[src/rtl/mole_button_conditioner.sv]
// mole_button_conditioner: synchronize, debounce and queue active-low mole-panel buttons
//   clk, reset (async, active-high); btn_n raw active-low buttons; enable gates pulses/events
//   level debounced state; press/rel one-cycle press/release pulses
//   ev_valid/ev_id/ev_ready press-event handshake; ovf sticky dropped-press flag, ovf_clr clears it
module mole_button_conditioner #(
  parameter int N_BTN = 5,
  parameter int ID_W = 3,
  parameter int DEBOUNCE_CYCLES = 1000000,
  parameter int CNT_W = 20
) (
  input  logic             clk,
  input  logic             reset,
  input  logic [N_BTN-1:0] btn_n,
  input  logic             enable,
  output logic [N_BTN-1:0] level,
  output logic [N_BTN-1:0] press,
  output logic [N_BTN-1:0] rel,
  output logic             ev_valid,
  output logic [ID_W-1:0]  ev_id,
  input  logic             ev_ready,
  output logic             ovf,
  input  logic             ovf_clr
);
  localparam logic [CNT_W-1:0] cnt_last = CNT_W'(DEBOUNCE_CYCLES);
  logic [N_BTN-1:0] s1, s2, s, toggle, pending, pending_nxt, take, drop;
  logic [ID_W-1:0] first_id;
  logic gap;
  assign s = ~s2;
  for (genvar i = 0; i < N_BTN; i++) begin : g_db
    logic [CNT_W-1:0] cnt;
    assign toggle[i] = (s[i] != level[i]) && (cnt == cnt_last);
    always_ff @(posedge clk or posedge reset)
      if (reset) cnt <= '0;
      else cnt <= (s[i] == level[i] || toggle[i]) ? '0 : cnt + 1'b1;
  end
  assign ev_valid = |pending && !gap;
  always_comb begin
    take = '0;
    for (int i = 0; i < N_BTN; i++) take[i] = ev_valid && ev_ready && ev_id == ID_W'(i);
    drop = enable ? press & pending & ~take : '0;
    pending_nxt = enable ? (pending & ~take) | press : '0;
    first_id = '0;
    for (int i = N_BTN - 1; i >= 0; i--) if (pending_nxt[i]) first_id = ID_W'(i);
  end
  always_ff @(posedge clk or posedge reset)
    if (reset) begin
      s1 <= '1;
      s2 <= '1;
      level <= '0;
      press <= '0;
      rel <= '0;
      pending <= '0;
      gap <= 1'b0;
      ev_id <= '0;
      ovf <= 1'b0;
    end else begin
      s1 <= btn_n;
      s2 <= s1;
      level <= level ^ toggle;
      press <= enable ? toggle & ~level : '0;
      rel <= enable ? toggle & level : '0;
      pending <= pending_nxt;
      gap <= ev_valid && ev_ready;
      ev_id <= (ev_valid && !ev_ready) ? ev_id : first_id;
      ovf <= |drop || (ovf && !ovf_clr);
    end
endmodule

[config.mk]
export PLATFORM = sky130hd
export DESIGN_NAME = mole_button_conditioner
export DESIGN_NICKNAME = d
export VERILOG_FILES = /design/src/rtl/mole_button_conditioner.sv
export SDC_FILE = /design/constraint.sdc
export NUM_CORES = 1
export LEC_CHECK = 0
export BUFFER_PORTS_ARGS = -buffer_cell sky130_fd_sc_hd__buf_2
export CAP_MARGIN = 10
export CELL_PAD_IN_SITES_DETAIL_PLACEMENT = 1
export CELL_PAD_IN_SITES_GLOBAL_PLACEMENT = 1
export CORE_MARGIN = 5
export CORE_UTILIZATION = 45
export CTS_CLUSTER_SIZE = 16
export DETAILED_ROUTE_END_ITERATION = 7
export PLACE_DENSITY_LB_ADDON = 0.1
export SKIP_LAST_GASP = 1
export SYNTH_ARGS = -nofsm -noshare
export SYNTH_HDL_FRONTEND = slang
export SYNTH_SLANG_ARGS = --single-unit
[constraint.sdc]
create_clock -name clk -period 4.6 [get_ports clk]
set_input_delay 0.23 -clock clk [delete_from_list [all_inputs] [get_ports clk]]
set_output_delay 0.23 -clock clk [all_outputs]
set_load 0.005 [all_outputs]
==> results.py <==
metrics = {
    "setup_path": {
        "reg2reg_setup_slack_ps": 2410,
        "crit_chain": "ha_1 -> nand3_1 -> or4_1 -> or4_1 -> a21oi_1",
        "arrival_ps": 2530,
        "worstPathRequired_ps": 4940,
        "crit_cells": 5,
        "critPathKind": "register to register",
        "crit_family": "simple AND/OR/NAND/NOR gates",
        "crit_path_end_kind": "register",
        "path_max_fanout": 7,
        "path_common_cell": "or4_1",
        "start_kind": "register",
        "r2r-start": "g_db[2].cnt[0]$_DFF_PP0_",
        "critPathCapture": "g_db[2].cnt[18]$_DFF_PP0_",
        "cpMaxStageDelayCell": "or4_1",
        "slowest_delay_ps": 660,
        "cp-startpoint": "g_db[2].cnt[0]$_DFF_PP0_",
        "r2r_cells": 5,
        "reg2reg_to": "g_db[2].cnt[18]$_DFF_PP0_",
        "critPathBufInv": 0,
    },
    "floorplan": {
        "initial_core_util": 0.4588,
        "io_pins": 30,
        "rows": 44,
        "die_x_um": 131.7,
        "die-area_um2": 17350,
        "die_h_um": 131.7,
        "core-area_um2": 14530,
    },
    "pwr": {
        "fin_total_pwr_mw": 2.607,
        "pwr_density_cell_nw_per_um2": 343.6,
        "peakVddDrop_uv": 253.6,
        "p_leak_nw": 3.232,
    },
    "synth": {
        "yosysTopAreaCell": "dfrtp_1",
        "syn_nets": 718,
        "synth.most_common_cell": "dfrtp_1",
        "ys.warnings.count": 0,
        "syn_area_um2": 6669,
        "synth-edff-count": 0,
        "ys_ff_latch": 135,
        "ys_top_cells_by_area": "dfrtp_1 47%, nor2_1 4.7%, xnor2_1 4.6%",
        "synth_top_area_frac": 0.4690,
        "synth_flop_cell": "dfrtp_1",
        "postSynth.asyncResetShare": 1.000,
        "avgSynthCellArea_um2": 9.693,
        "ys_types": 45,
        "synth_cells": 688,
        "synth_common_cells": "125 x dfrtp_1, 83 x nor2_1, 44 x inv_1, 42 x a21oi_1, 38 x nand2_1",
        "ys_seq_area_frac": 0.5084,
    },
    "clocking": {
        "cts_root_buf": "clkbuf_16",
        "cts.reportedPaths.clkPinSlew_ps": 60,
        "postCtsResizedCells": 0,
        "ctsHoldBuffers": 5,
        "clock_path_buffers": 2,
        "clkSinkCount": 135,
        "insertion_delay_ps": 430,
        "cts_buffers": 17,
        "h-tree-depth": 4,
        "post_cts_buffers": 0,
        "cts_tree": "yes",
    },
    "detailed_routing": {
        "drt-wirelength-per-cell_um": 16.26,
        "drt_wl_total_mm": 14.88,
        "drc_errors": 0,
        "drt_iter0_markers": 256,
        "vias_per_cell": 5.608,
        "antenna_left": 0,
        "firstDrtPassIters": 4,
        "vias": 5131,
    },
    "global_route": {
        "grtUsageTotal": 0.1787,
        "grt_pass1_vias": 5299,
        "grt_pass1_wl_mm": 25.63,
        "grt-ovfl-total": 0,
        "antenna_found_initial": 0,
        "grt_max_degree": 103,
    },
    "timing": {
        "hold_violations": 0,
        "setup-violations-final": 0,
        "drv_slew": 0,
        "finClkSkew_ps": 11.14,
        "holdWs_ps": 8.727,
        "post-route-period-util": 0.4769,
        "rsz0062_at_grt": "false",
        "setup_tns_ps": 0,
        "finalCriticalPeriod_ps": 2194,
        "worst_slew_pin_slew_ps": 903.3,
        "fmax_ghz": 0.4559,
        "relSlewSlack": 0.3978,
        "fin_ws_ps": 2406,
    },
    "cells_and_area": {
        "synthToLayoutAreaGrowth_pct": 13.79,
        "multi_input_area_um2": 3018,
        "stdcell_count": 915,
        "diodes": 0,
        "nFillCells": 1641,
        "drive_gt1_frac": 0.1081,
        "fin_nets": 748,
        "seqCellArea_um2": 3391,
    },
    "min_path": {
        "worstHoldPathType": "input pin to async pin",
    },
    "placement": {
        "dp.cells": 878,
        "gp_congestion": 0.7821,
        "pre_cts_ws_ps": 2408,
        "port_buffers": 29,
        "dp_hpwl_mm": 10.12,
    },
    "job": {
        "cap_viol_max_count": 0,
    },
    "run_status": {
        "status": "completed",
    },
}
==> report_power, final <==
group,switching [mW],total [mW],internal [mW]
Clock,0.496,1.30,0.801
Combinational,0.0619,0.0878,0.0259
Sequential,0.0160,1.22,1.21
Total,0.574,2.61,2.03
==> flip-flops by register name, summed over array words and instances, names as in the netlist <==
register	count
g_db.cnt	100
level	5
pending	5
press	5
rel	5
s1	5
s2	5
ev_id	3
gap	1
ovf	1
==> worst register-to-register path, cell delays in order, from the launching register on <==
cell,delay [ps]
dfrtp_1,410
ha_1,220
nand3_1,110
or4_1,660
or4_1,510
a21oi_1,190
==> kinds of logic after synthesis <==
kind of cell    after synthesis  synth area share
simple gates                305            0.2477
flops                       135            0.5084
compound gates              101           0.08987
buf+inv                      68           0.03902
xor+xnor                     59           0.07749
fa+ha+maj                    20           0.03752
==> cells in the final DEF (no fill, tap or decap), types with 3 or more instances in the layout <==
| cell type | n |
|---|---|
| xnor2_1 | 35 |
| a21oi_1 | 42 |
| dfstp_2 | 10 |
| nand3_2 | 3 |
| clkinvlp_4 | 3 |
| nor3_1 | 22 |
| nand2b_1 | 5 |
| or3_1 | 25 |
| dfrtp_1 | 125 |
| buf_2 | 29 |
| nor4b_1 | 12 |
| or4_1 | 21 |
| nand4_1 | 17 |
| nand2_1 | 38 |
| dlygate4sd3_1 | 5 |
| clkbuf_8 | 8 |
| and4_1 | 4 |
| and2_1 | 11 |
| nand3_1 | 36 |
| clkinv_2 | 3 |
| ha_1 | 20 |
| clkbuf_16 | 17 |
| o31ai_1 | 15 |
| o21ai_0 | 28 |
| xor2_1 | 24 |
| inv_1 | 43 |
| nor2_1 | 83 |
| and3_1 | 5 |
| nor4_1 | 9 |
| a41o_1 | 5 |
==> stage by stage <==
stage          area, um^2    util
2_1_floorplan        6669       -
3_3_place_gp         6962  0.4790
3_5_place_dp         6962  0.4790
4_1_cts              7589  0.5221
5_1_grt              7589  0.5221
6_report             7589  0.5221
==> worst min path at each step <==
stage | startpoint | to | cells past startpoint
after floorplan | btn_n[0] | s1[0]$_DFF_PP1_ | 0
after global placement | btn_n[1] | s1[1]$_DFF_PP1_ | 1
after detailed placement | btn_n[3] | s1[3]$_DFF_PP1_ | 1
after CTS | reset | g_db[4].cnt[7]$_DFF_PP0_ | 2
after global routing | ovf_clr | ovf$_DFF_PP0_ | 2
final | reset | rel[1]$_DFF_PP0_ | 2
==> layout make-up <==
type,count,area share
Clock inverter,6,0.004946
Multi-Input combinational cell,485,0.3977
Inverter,44,0.02242
Clock buffer,26,0.07106
Tap cell,184,0.03034
Timing Repair Buffer,35,0.02671
Sequential cell,135,0.4468
==> per-layer routing <==
metal,share of wire,track usage,up-vias
met5,0,0,-
met4,0.012,0.04971,0
met2,0.48,0.2946,51
met3,0.030,0.05076,17
met1,0.47,0.2315,2578
li1,-,-,2485
Note: power is estimated with default switching activity, not from simulation.
